## src/rtl/score_display_ctrl_if.sv

```systemverilog
// score_display_ctrl_if: score load request and display-drive signals of score_display_ctrl
interface score_display_ctrl_if;
    logic        load;
    logic [13:0] value;
    logic        busy;
    logic [3:0]  digit;
    logic [3:0]  an;
    logic [15:0] disp_bcd;
    modport master(output load, value, input busy, digit, an, disp_bcd);
    modport slave(input load, value, output busy, digit, an, disp_bcd);
endinterface

```

## src/rtl/score_display_ctrl.sv

```systemverilog
// score_display_ctrl: binary score to BCD (double dabble) plus 4-digit multiplexed display scanner
// Optional leading-zero blanking is enabled by defining LEADING_ZERO_BLANK_EN.
module score_display_ctrl #(
    parameter int REFRESH_DIV = 100000
) (
    input logic clk,
    input logic rst,
    score_display_ctrl_if.slave bus
);
    localparam int DW = $clog2(REFRESH_DIV);
    typedef enum logic [1:0] {IDLE, CONVERT, COMMIT} state_t;
    state_t state, state_n;
    logic [13:0] bin, pend_val, sat, start_val;
    logic [15:0] bcd, adj, disp;
    logic [3:0]  cnt, an, digit;
    logic        pend, start, blank, wrap;
    logic [DW-1:0] div;
    logic [1:0]  idx;
    assign sat = bus.value > 14'd9999 ? 14'd9999 : bus.value;
    assign bus.busy = state != IDLE;
    assign bus.disp_bcd = disp;
    assign bus.an = an;
    assign bus.digit = digit;
    for (genvar g = 0; g < 4; g++) begin : g_adj
        assign adj[4*g +: 4] = bcd[4*g +: 4] >= 4'd5 ? bcd[4*g +: 4] + 4'd3 : bcd[4*g +: 4];
    end
    // A load arriving during COMMIT is newer than any pending value, so it wins.
    always_comb begin
        state_n = state;
        start = 1'b0;
        start_val = sat;
        case (state)
            IDLE: begin
                start = bus.load;
                state_n = bus.load ? CONVERT : IDLE;
            end
            CONVERT: state_n = cnt == 4'd13 ? COMMIT : CONVERT;
            COMMIT: begin
                start = bus.load || pend;
                start_val = bus.load ? sat : pend_val;
                state_n = start ? CONVERT : IDLE;
            end
            default: state_n = IDLE;
        endcase
    end
    always_ff @(posedge clk) begin
        if (rst) state <= IDLE;
        else state <= state_n;
    end
    always_ff @(posedge clk) begin
        if (rst) begin
            bin <= '0;
            bcd <= '0;
            cnt <= '0;
            pend <= 1'b0;
            pend_val <= '0;
            disp <= '0;
        end else begin
            if (start) begin
                bin <= start_val;
                bcd <= '0;
                cnt <= '0;
            end else if (state == CONVERT) begin
                {bcd, bin} <= {adj[14:0], bin, 1'b0};
                cnt <= cnt + 4'd1;
            end
            if (start) pend <= 1'b0;
            else if (bus.load) begin
                pend <= 1'b1;
                pend_val <= sat;
            end
            if (state == COMMIT) disp <= bcd;
        end
    end
`ifdef LEADING_ZERO_BLANK_EN
    assign blank = idx != 2'd0 && (disp >> {idx, 2'b00}) == 16'h0;
`else
    assign blank = 1'b0;
`endif
    assign wrap = div == DW'(REFRESH_DIV - 1);
    always_ff @(posedge clk) begin
        if (rst) begin
            div <= '0;
            idx <= '0;
            an <= 4'b1110;
            digit <= 4'h0;
        end else begin
            div <= wrap ? '0 : div + 1'b1;
            idx <= idx + {1'b0, wrap};
            an <= blank ? 4'b1111 : ~(4'b0001 << idx);
            digit <= blank ? 4'hF : disp[{idx, 2'b00} +: 4];
        end
    end
endmodule

```

## src/flat_wrapper.sv

```systemverilog
// flat-port wrapper written by rule: the top's interface ports become plain ports
module score_display_ctrl_flat 
#(
    parameter int REFRESH_DIV = 100000
)
  (clk, rst, bus_load, bus_value, bus_busy, bus_digit, bus_an, bus_disp_bcd);
  score_display_ctrl_if bus_i ();
  input logic clk;
  input logic rst;
  input wire logic [$bits(bus_i.load)-1:0] bus_load;
  input wire logic [$bits(bus_i.value)-1:0] bus_value;
  output wire logic [$bits(bus_i.busy)-1:0] bus_busy;
  output wire logic [$bits(bus_i.digit)-1:0] bus_digit;
  output wire logic [$bits(bus_i.an)-1:0] bus_an;
  output wire logic [$bits(bus_i.disp_bcd)-1:0] bus_disp_bcd;
  assign bus_i.load = bus_load;
  assign bus_i.value = bus_value;
  assign bus_busy = bus_i.busy;
  assign bus_digit = bus_i.digit;
  assign bus_an = bus_i.an;
  assign bus_disp_bcd = bus_i.disp_bcd;
  score_display_ctrl #(.REFRESH_DIV(REFRESH_DIV)) u_core (.clk(clk), .rst(rst), .bus(bus_i));
endmodule
```

## config.mk

```make
export PLATFORM = sky130hd
export DESIGN_NAME = score_display_ctrl_flat
export DESIGN_NICKNAME = d
export VERILOG_FILES = /design/src/rtl/score_display_ctrl_if.sv /design/src/rtl/score_display_ctrl.sv /design/src/flat_wrapper.sv
export SDC_FILE = /design/constraint.sdc
export NUM_CORES = 1
export LEC_CHECK = 0
export ABC_AREA = 1
export ABC_CLOCK_PERIOD_IN_PS = 2350
export CAP_MARGIN = 20
export CORE_MARGIN = 2
export CORE_UTILIZATION = 43
export DETAILED_ROUTE_END_ITERATION = 8
export RECOVER_POWER = 25
export SLEW_MARGIN = 20
export SYNTH_ARGS = -nofsm -noshare
export SYNTH_HDL_FRONTEND = slang
export SYNTH_SLANG_ARGS = --single-unit
```

## constraint.sdc

```tcl
create_clock -name clk -period 2.35 [get_ports clk]
set_input_delay 0.47 -clock clk [delete_from_list [all_inputs] [get_ports clk]]
set_output_delay 0.47 -clock clk [all_outputs]
set_load 0.03 [all_outputs]
```

-- Word level (Yosys, flattened, before mapping)
Index checks and enable logic that the tools add are counted.
- bits in registers: 94
- output and inout bits: 25
- add/sub/neg operators: 7
- $lt $le $gt $ge: 5
- eq/ne operators: 4
- shift operators: 2
- mux-type cells: 14
- bitwise operators: 1
- reduce and logical (&&, ||, !) cells: 6
- operator list (operator ; count):
    $mux W14 ; 5
    $add A17 B1 Y17 const B ; 1
    $eq A17 B17 Y1 const B ; 1
    $ge A4 B3 Y1 const B ; 4
    $shiftx A16 B5 Y4 ; 1
    $gt A14 B14 Y1 const B ; 1
    $add A4 B2 Y4 const B ; 3
    $mux W4 ; 3
    $pmux W2 S3 ; 1
    $add A4 B1 Y4 const B ; 1
    $eq A4 B4 Y1 const B ; 1
    $not A4 Y4 ; 1
    $reduce_bool A2 Y1 ; 2
    $reduce_or A2 Y1 ; 2
    $shl A1 B2 Y4 const A ; 1
    $add A3 B2 Y3 const B ; 1
    $mux W3 ; 1
    $add A2 B1 Y2 ; 1
    $eq A2 B1 Y1 const B ; 1
    $eq A2 B2 Y1 const B ; 1
    $logic_not A2 Y1 ; 1
    $mux W1 ; 2
    $mux W2 ; 1
    $pmux W1 S2 ; 1
    $logic_or A1 B1 Y1 ; 1

-- Longest topological paths before layout
- depth after elaboration: 5
- gate-level depth with buffers: 11
- mapped depth without buffers: 10

-- Least setup slack after synthesis
OpenSTA, ideal clock, no wires.
- path kind: register -> register
- from: reg u_core.div[0]
- to: reg u_core.div[10]
- data arrival time: 1385 ps
- required time: 2235 ps
- slack: 851 ps
- stages on the path, launching flop included: 8
- cells stage by stage: dfxtp_1 -> ha_1 -> nand2_2 -> nor2_4 -> nand4_2 -> o21ai_4 -> buf_6 -> nor2_2
- cells in the longest elaborated chain, start to end: 2
- ends and longest elaborated chain (item ; line ; text):
    start, declared ; score_display_ctrl.sv:17 ; logic [DW-1:0] div;
    start signal, assigned ; score_display_ctrl.sv:88 ; div <= wrap ? '0 : div + 1'b1;
    branches (longest 2 deep; another with $add A17 B1 Y17) ; n/a ;
Several ways; the timed one is not identified.
A chain may end at the register's enable or synchronous reset.

-- Final worst setup path
- from: in rst
- to: reg u_core.div[8]
- cells in the longest elaborated chain, start to end: 1
- ends and longest elaborated chain (item ; line ; text):
    start, declared ; flat_wrapper.sv:9 ; input logic rst;
    $reduce_or A2 Y1 (no line) ; n/a ;
Every way passes these cells.

==> results.md <==
* Pin count of the biggest net entering global routing at 47
* DR DRC count at 0
* Layout cells sized above 1 at 8.992%
* Data arrival time of the worst path at 2.40 ns
* Vias per cell at 5.010
* Largest cells by area after synthesis: dfxtp_1 42%, nand2_1 9.0%, o21ai_0 8.0%, a21oi_1 7.6%, inv_1 5.4%
* # Max-Cap Violations at 0
* Post-CTS Setup Repair Bufs at 0
* Worst VDD drop at between 200 and 250 uV
* Height of the die at 106.1 um
* First drt pass iteration count at 4
* RSZ-0062 raised after global routing: false
* Die area at 11250 um^2
* Fin. max-slew vios at 0
* Hold buffers post-CTS at 0
* Critical Path End: u_core.div[8]$_SDFF_PP0_
* EDFF count, synth at 0
* Clock Latency Late Sink at approximately 0.36 ns
* CTS buffer count at 9
* Area grow syn2layout at 15.86%
* Fmax at 472.2 MHz
* RR Endpoint: u_core.bcd[10]$_SDFFE_PP0P_
* Final Routed Wirelength at 10410 um
* Post-Syn Area per Cell at approximately 7.4 um^2
* Post-route minimum period at between 2 and 2.5 ns
* Area fraction of the dominant cell type after synthesis at 42.00%
* H-tree depth at 3
* Dpl cells at 766
* Util after Layout at 50.74%
* Clock Skew at 0.01023 ns
* Main combinational cell family by area after synthesis: simple AND/OR/NAND/NOR gates
* Sequential fraction of the synthesis area at approximately two fifths
* Post-route clock period utilization at between 90% and 100%
* Crit. End Element: flop
* CTS Root Buffer Type: clkbuf_8
* Final setup viols at 0
* Gpl congestion at roughly 0.79
* # nets final at 670
* Ys flop type: dfxtp_1
* Global-route wire length before repair at roughly 18000 um
* Cell Pwr Density at 587.8 nW/um^2
* Worst-path fanout max at 17
* Tot Pwr at between 3 and 4 mW
* Critical-path cell list: dlygate4sd3_1 -> buf_4 -> clkinv_1 -> clkbuf_1 -> o21ai_4 -> nor3b_1
* First DRT Iteration DRCs at between 150 and 200
* Crit path kind: primary input to flop
* Vias in the first global route at 3708
* Synth Instances at 605
* Status: finished clean
* Required time of the critical path at 2.63 ns
* Via count at between 3000 and 4000
* Tot GR Track Use at 19.38%
* Reg2Reg Depth at 8
* DP HPWL at 7181 um
* Most common cell after layout, fill and taps aside: nand2_1
* Core ar. at 10230 um^2
* Initial Util at 43.79%
* Post-CTS sizing at 0
* Final Non-Filler Cells at approximately 780
* Post-route setup TNS at 0 ns
* Area share of xor/xnor cells in the synthesized design at 2.346%
* Mux contribution to synthesized area at 0%
* CP Launch Type: primary input
* Reg clk slew, reported paths at 0.09 ns
* Commonest non-fill, non-tap cells in the layout: 107 x nand2_1, 94 x dfxtp_1, 72 x o21ai_0
* Crit-path slowest cell: dlygate4sd3_1
* Slew @ Worst Pin at between 0.9 and 1 ns
* TritonCTS clock tree: done
* Flop-to-flop setup slack at between 0.5 and 0.6 ns
* Netlist cell types at 38
* Gr ovfl total at 0
* Cell area after synthesis at 4481 um^2
* Worst path max stage delay at 0.58 ns
* Asr flop ratio synth at 0%
* Synth Area in Adders at 3.351%
* Per-cell routed wire length at 13.33 um
* Hold Path Class: flop to flop
* Hold Slack at 0.4672 ns
* Die W at 106.1 um
* Slew headroom at 38.60%
* CP Launch Point: rst
* Clock Path Buffers at 2
* Synth Register Bits at 94
* Final hold vios at 0
* Clk sinks at 94
* IO Pins at 42
* # port buffers at just over 40
* Area leader, netlist: dfxtp_1
* Compound-cell area share of the yosys netlist at between 20% and 30%
* Leak pwr at between 2 and 2.5 nW
* Post-synthesis simple-gate area fraction at 23.21%
* Post-synth net total at approximately 630
* N_diodes at 0
* Critical R2R Launch: u_core.state[0]$_SDFF_PP0_
* Post-route ant nets at 0
* Initial antenna violation count at 0
* Row count at 37
* Synth warn at 0
[logic make-up after synthesis]
group / count (synthesis)
simple gates: 221
compound gates: 167
buf+inv: 99
flops: 94
xor+xnor: 12
fa+ha+maj: 12
[registers in the layout (all words and copies together), names as in the netlist]
| signal | count |
|---|---|
| u_core.bcd | 16 |
| u_core.bin | 14 |
| u_core.bus.an | 4 |
| u_core.bus.digit | 4 |
| u_core.bus.disp_bcd | 16 |
| u_core.cnt | 4 |
| u_core.div | 17 |
| u_core.idx | 2 |
| u_core.pend | 1 |
| u_core.pend_val | 14 |
| u_core.state | 2 |
[critical path: cells and delay by family]
family          cells  cell delay (ns)
compound gates      1             0.32
buf+inv             4             1.33
simple gates        1             0.26
[report_power, final]
part           internal, mW  switching [mW]  total (mW)
sequential             1.65          0.0314        1.68
clock                 0.519           0.540        1.06
combinational         0.117           0.195       0.312
total                  2.29           0.766        3.05
[per-layer routing]
metal  GRT usage [%]  part of all wire [%]  vias to the layer above
met3           3.188                   4.8                        8
li1                -                     -                     2050
met4           7.801                  0.97                        0
met5               0                     0                        -
met2           30.46                    45                       67
met1           26.55                    49                     1788
[worst min-delay path by stage]
stage                                            from                     endpoint  slack [ns]  cells after the start
after global placement       u_core.div[0]$_SDFF_PP0_     u_core.div[0]$_SDFF_PP0_        0.45                      1
after CTS                  u_core.bcd[3]$_SDFFE_PP0P_   u_core.bcd[3]$_SDFFE_PP0P_        0.47                      2
final                     u_core.bcd[11]$_SDFFE_PP0P_  u_core.bcd[11]$_SDFFE_PP0P_        0.47                      2
after global routing       u_core.bcd[3]$_SDFFE_PP0P_   u_core.bcd[3]$_SDFFE_PP0P_        0.49                      2
after floorplan              u_core.div[0]$_SDFF_PP0_     u_core.div[0]$_SDFF_PP0_        0.44                      1
after detailed placement   u_core.bcd[3]$_SDFFE_PP0P_   u_core.bcd[3]$_SDFFE_PP0P_        0.46                      2
[through the flow]
step | setup slack, ns | instance area, um^2
floorplan | 0.8505 | 4481
finish | 0.2322 | 5191
CTS | 0.2445 | 5201
detailed placement | 0.1536 | 5019
global placement | 0.1761 | 5019
global route | 0.1227 | 5191
[final cells by class]
class,count,area (um^2)
well taps,136,170.2
multi-input cells,412,2203
repair buffers,52,483.0
clock buffers,14,152.6
flip-flops and latches,94,1882
fillers,1026,5040
inverters,72,270.3
clock inverters,1,30.03
[cells in the mapped netlist, types with 2 or more instances]
cell      count
nand3_1      37
a21oi_1      68
clkbuf_1     15
nor2_4        5
nor3_1        7
o211ai_1      4
nand2_2       2
o21ai_0      72
nand3_2       3
nor3b_1       3
a21oi_2       7
nor2_2        6
xnor2_1       2
or2_0         2
nand2_1     107
or2_2         7
clkinv_1      2
dfxtp_1      94
a22oi_1       7
inv_2         5
ha_1         12
inv_1        65
nor2_1       34
buf_2        10
nand4_1       3
xor2_1       10
o21ai_1       5
No activity file was read; power rests on OpenSTA's default activity.
==> RTL change 1, RTL diff (config.mk and constraints unchanged) <==
`REFRESH_DIV` is set to 100000 in 2 places; all go to 400000.
--- a/src/rtl/score_display_ctrl.sv
+++ b/src/rtl/score_display_ctrl.sv
@@ -1,7 +1,7 @@
 // score_display_ctrl: binary score to BCD (double dabble) plus 4-digit multiplexed display scanner
 // Optional leading-zero blanking is enabled by defining LEADING_ZERO_BLANK_EN.
 module score_display_ctrl #(
-    parameter int REFRESH_DIV = 100000
+    parameter int REFRESH_DIV = 400000
 ) (
     input logic clk,
     input logic rst,
--- a/src/flat_wrapper.sv
+++ b/src/flat_wrapper.sv
@@ -1,7 +1,7 @@
 // flat-port wrapper written by rule: the top's interface ports become plain ports
 module score_display_ctrl_flat 
 #(
-    parameter int REFRESH_DIV = 100000
+    parameter int REFRESH_DIV = 400000
 )
   (clk, rst, bus_load, bus_value, bus_busy, bus_digit, bus_an, bus_disp_bcd);
   score_display_ctrl_if bus_i ();
Function: same outputs for any inputs over 10 cycles, from zero or initial values and one cycle with rst high; that may be too few to reach the edited logic, so the function may still have changed.
==> RTL change 1 against the original RTL <==
- routed wire length shrank 0.13%
- die area grew 0.94%
- worst setup slack gained 0.014 ns
- cell count grew 2.9%
- sequential cell count grew 2
- clock skew shrank 0.00084 ns
- highest routed layer unchanged
- cell area grew 1.2%
- area after synthesis grew 0.98%
- power grew 3.6%
- largest cell class unchanged
==> RTL change 1: results (changes against the original RTL) <==
run_status:
  outcome: "finished, final reports clean"  # unchanged
yosys:
  synth_cell_types: 32  # was 38
  avgSynthCellArea_sq_um: 7.22  # was 7.41 sq um
  seq_area_frac_synth_pct: 42.5  # was 42.0%
  synthTopCellsByCount: "nand2_1, dfxtp_1, o21ai_0"  # unchanged
  syn-num-nets: 656  # was 634
  yosys-top-cells-area: "dfxtp_1, nand2_1, o21ai_0, a21oi_1, inv_1"  # unchanged
sta:
  max_slew_margin_pct: 56.2  # was 38.6%
  holdWs_ns: 0.462  # was 0.467 ns
  period_share_pct: 89.5  # was 90.1%
  fin_worst_skew_ns: 0.00939  # was 0.0102 ns
placement:
  placed_area_sq_um: 5070  # was 5020 sq um
  gp_congestion: 0.832  # was 0.788
  numPortBuffers: 41  # unchanged
  dp_slack_ns: 0.158  # was 0.154 ns
pwr:
  ir_drop_uv: 354  # was 241 uV
global_route:
  grt_pass1_wl_um: 17800  # was 17600 um
  track_usage_pct: 19.1  # was 19.4%
  grt_pass1_vias: 3881  # was 3708
cells_and_area:
  n_fill_cell: 1021  # was 1026
  largest_register_ffs: 19  # was 17
  nNetsFinal: 693  # was 670
  drive_gt1_share_pct: 6.89  # was 8.99%
setup_path:
  cp_max_fo: 30  # was 17
  r2r_setup_slack_ns: 0.25  # was 0.53 ns
  cp.arrival_ns: 2.38  # was 2.40 ns
detailed_routing:
  via_per_inst: 5.06  # was 5.01
  via_count: 4070  # was 3913
  drt_iter0_drc: 208  # was 170
==> RTL change 1: routing by layer <==
metal | wire length [um] | track usage [%] | vias to the layer above
met5 | 0 | 0 | -
met4 | 61 | 4.55 | 0
met3 | 364 | 3.59 | 4
met2 | 4950 | 32.5 | 60
met1 | 5020 | 25.0 | 1885
li1 | - | - | 2121
==> RTL change 1: final cells by class <==
class                   instances  area (sq um)  share of cell area (%)
flip-flops and latches         96          1920                    36.6
clock buffers                  11           131                    2.50
clock inverters                 4          70.1                    1.33
well taps                     136           170                    3.24
multi-input cells             428          2190                    41.6
repair buffers                 53           487                    9.27
inverters                      76           285                    5.43
==> RTL change 1: power by group <==
part | switching (W) | internal [W] | leakage (nW)
logic | 0.000198 | 0.000118 | 1.32
registers | 0.0000309 | 0.00168 | 0.781
clock network | 0.000540 | 0.000592 | 0.103
==> RTL change 1: cell families (layout without fill, tap and decap cells) <==
group | count (synthesis) | after routing | synth area share (%)
simple gates | 238 | 238 | 23.5
flops | 96 | 96 | 42.5
xor+xnor | 13 | 13 | 2.52
buf+inv | 103 | 144 | 8.99
compound gates | 165 | 165 | 19.2
fa+ha+maj | 12 | 12 | 3.32
==> RTL change 1: path summary, 6_finish.rpt <==
kind / start / to / cells after the start
worst max-delay path: u_core.state[1] / u_core.bin[13] / 7
worst min-delay path: u_core.div[0] / u_core.div[0] / 1
worst max register to register: u_core.state[1] / u_core.bin[13] / 7
worst min register to register: u_core.div[0] / u_core.div[0] / 1
==> RTL change 1: critical path, stage by stage (launching register included) <==
cell and delay, ns:
dfxtp_1 0.40, inv_1 0.09, nor2_2 0.50, clkbuf_2 0.54
o21ai_0 0.14, a21oi_1 0.18, a21oi_1 0.06, a21oi_1 0.13
==> RTL change 2, RTL diff (config.mk and constraints unchanged) <==
Without the edit above. Re-encode `state_t` (3 states) as one-hot, 3 bits wide.
--- a/src/rtl/score_display_ctrl.sv
+++ b/src/rtl/score_display_ctrl.sv
@@ -8,7 +8,7 @@
     score_display_ctrl_if.slave bus
 );
     localparam int DW = $clog2(REFRESH_DIV);
-    typedef enum logic [1:0] {IDLE, CONVERT, COMMIT} state_t;
+    typedef enum logic [2:0] {IDLE = 3'b001, CONVERT = 3'b010, COMMIT = 3'b100} state_t;
     state_t state, state_n;
     logic [13:0] bin, pend_val, sat, start_val;
     logic [15:0] bcd, adj, disp;
Function: no difference found for any inputs over 10 cycles, from zero or initial values and one cycle with rst high; not proved beyond that.
==> RTL change 2 against the original RTL <==
- register-to-register slack improved by 0.06 ns
- routed wire length decreased by 2.6%
- area after synthesis increased by 1.0%
- core utilization decreased by 0.42 points
- sequential cell count increased by 1
- worst setup slack improved by 0.046 ns
- cell area decreased by 0.39%
- critical path depth decreased by 1
- clock power decreased by 8%
- power decreased by 2.5%
- first-iteration DRC count increased by 5.9%
- largest power group unchanged
==> RTL change 2: results (changes against the original RTL) <==
yosys:
  seq_area_frac_synth_pct: 42.0  # about the same
  syn-num-nets: 638  # was 634
  synthTopCellsByCount: "nand2_1, dfxtp_1, inv_1"  # was nand2_1, dfxtp_1, o21ai_0
  ys_warn_count: 0  # unchanged
  yosys-top-cells-area: "dfxtp_1, nand2_1, o21ai_0, a21oi_1, inv_1"  # unchanged
  synthFlopType: "dfxtp_1"  # unchanged
  async_flop_share_pct: 0  # unchanged
  synth_cell_types: 36  # was 38
global_route:
  met3_usage_pct: 3.16  # was 3.19%
  met2_usage_pct: 31.3  # was 30.5%
  grt_pass1_wl_um: 17400  # was 17600 um
  antenna_found_initial: 0  # unchanged
  grt_pass1_vias: 3688  # was 3708
  track_usage_pct: 18.7  # was 19.4%
  gr-usage-met1_pct: 24.6  # was 26.6%
  grt_max_degree: 47  # unchanged
placement:
  numPortBuffers: 41  # unchanged
  hpwl_um: 7050  # was 7180 um
  gp_congestion: 0.788  # about the same
  dp_slack_ns: 0.223  # was 0.154 ns
pwr:
  leakage_nw: 2.05  # was 2.17 nW
  switching_share_pct: 27.1  # was 25.1%
  ir_drop_uv: 253  # was 241 uV
detailed_routing:
  wl_met3_um: 278  # was 503 um
  dr.pass1.iters: 4  # unchanged
  avgRoutedWirePerCell_um: 13.0  # was 13.3 um
  top_layer: "met4"  # unchanged
  antenna_left: 0  # unchanged
  route.met2.wl_um: 4810  # was 4690 um
  drt_iter0_drc: 180  # was 170
  wl_met1_um: 4900  # was 5120 um
  via_count: 3921  # was 3913
sta:
  final_max_slew_viol_count: 0  # unchanged
  finalSetupViolCount: 0  # unchanged
  fin_worst_skew_ns: 0.0131  # was 0.0102 ns
  worst_pin_slew_ns: 0.769  # was 0.920 ns
setup_path:
  cpLargestDelayFamily: "buffers and inverters"  # unchanged
  cp_max_fo: 2  # was 17
  critPathSlowestCell: "clkdlybuf4s50_1"  # was dlygate4sd3_1
  slowest_delay_ns: 0.58  # about the same
  cp.arrival_ns: 1.60  # was 2.40 ns
clocking:
  insertion_delay_ns: 0.35
  htree_levels: 3  # unchanged
  numCtsBuffers: 9  # unchanged
  clkTransAtPathRegs_ns: 0.09  # about the same
  postCtsResizedCells: 0  # unchanged
  clockBufferDepth: 2  # unchanged
  post-cts-setup-buffer-count: 0  # unchanged
  cts_root_buf: "clkbuf_8"  # unchanged
cells_and_area:
  top_register: "u_core.div"  # unchanged
  n_antenna_cell: 0  # unchanged
  drive_gt1_share_pct: 8.36  # was 8.99%
  largest_register_ffs: 17  # unchanged
  nNetsFinal: 670  # unchanged
min_path:
  min_path_type: "register to register"  # unchanged
run_status:
  outcome: "finished, final reports clean"  # unchanged
-- RTL change 2: final cells by class --
type | instances | area (sq um)
Inverter | 72 | 270
Sequential cell | 95 | 1900
Multi-Input combinational cell | 414 | 2190
Fill cell | 1020 | 5110
Timing Repair Buffer | 49 | 463
Clock inverter | 6 | 46.3
Clock buffer | 10 | 128
Tap cell | 136 | 170
-- RTL change 2: metrics by stage --
step | std cells | hold slack (ns) | utilization, % | area [sq um]
after floorplan | 609 | 0.429 | - | 4530
after detailed placement | 766 | 0.447 | 48.7 | 5010
final | 782 | 0.466 | 50.3 | 5170
after global routing | 782 | 0.504 | 50.3 | 5170
after global placement | 766 | 0.438 | 48.7 | 5010
after CTS | 782 | 0.469 | 50.4 | 5180
-- RTL change 2: path summary, 6_finish.rpt --
check,from,endpoint,slack (ns),cells after the start
max,u_core.state[1],bus_busy,0.28,5
min,u_core.div[0],u_core.div[0],0.47,1
max reg2reg,u_core.state[0],u_core.bin[1],0.59,8
min reg2reg,u_core.div[0],u_core.div[0],0.47,1
-- RTL change 2: kinds of logic after synthesis --
family / count (synthesis) / share of synthesized area, %
flip-flops: 95 / 42.0
AO/OA/AOI/OAI: 149 / 17.7
buffers and inverters: 100 / 9.51
AND/OR/NAND/NOR: 236 / 24.2
adder cells (fa/ha/maj): 12 / 3.32
XOR/XNOR: 17 / 3.29
-- RTL change 2: power by group through the flow --
stage | clock (W) | sequential [W] | combinational (W)
finish | 0.000979 | 0.00170 | 0.000296
global route | 0.00107 | 0.00171 | 0.000339
CTS | 0.00101 | 0.00170 | 0.000300
detailed placement | 0 | 0.00174 | 0.000298
global placement | 0 | 0.00174 | 0.000292
floorplan | 0 | 0.00173 | 0.000227
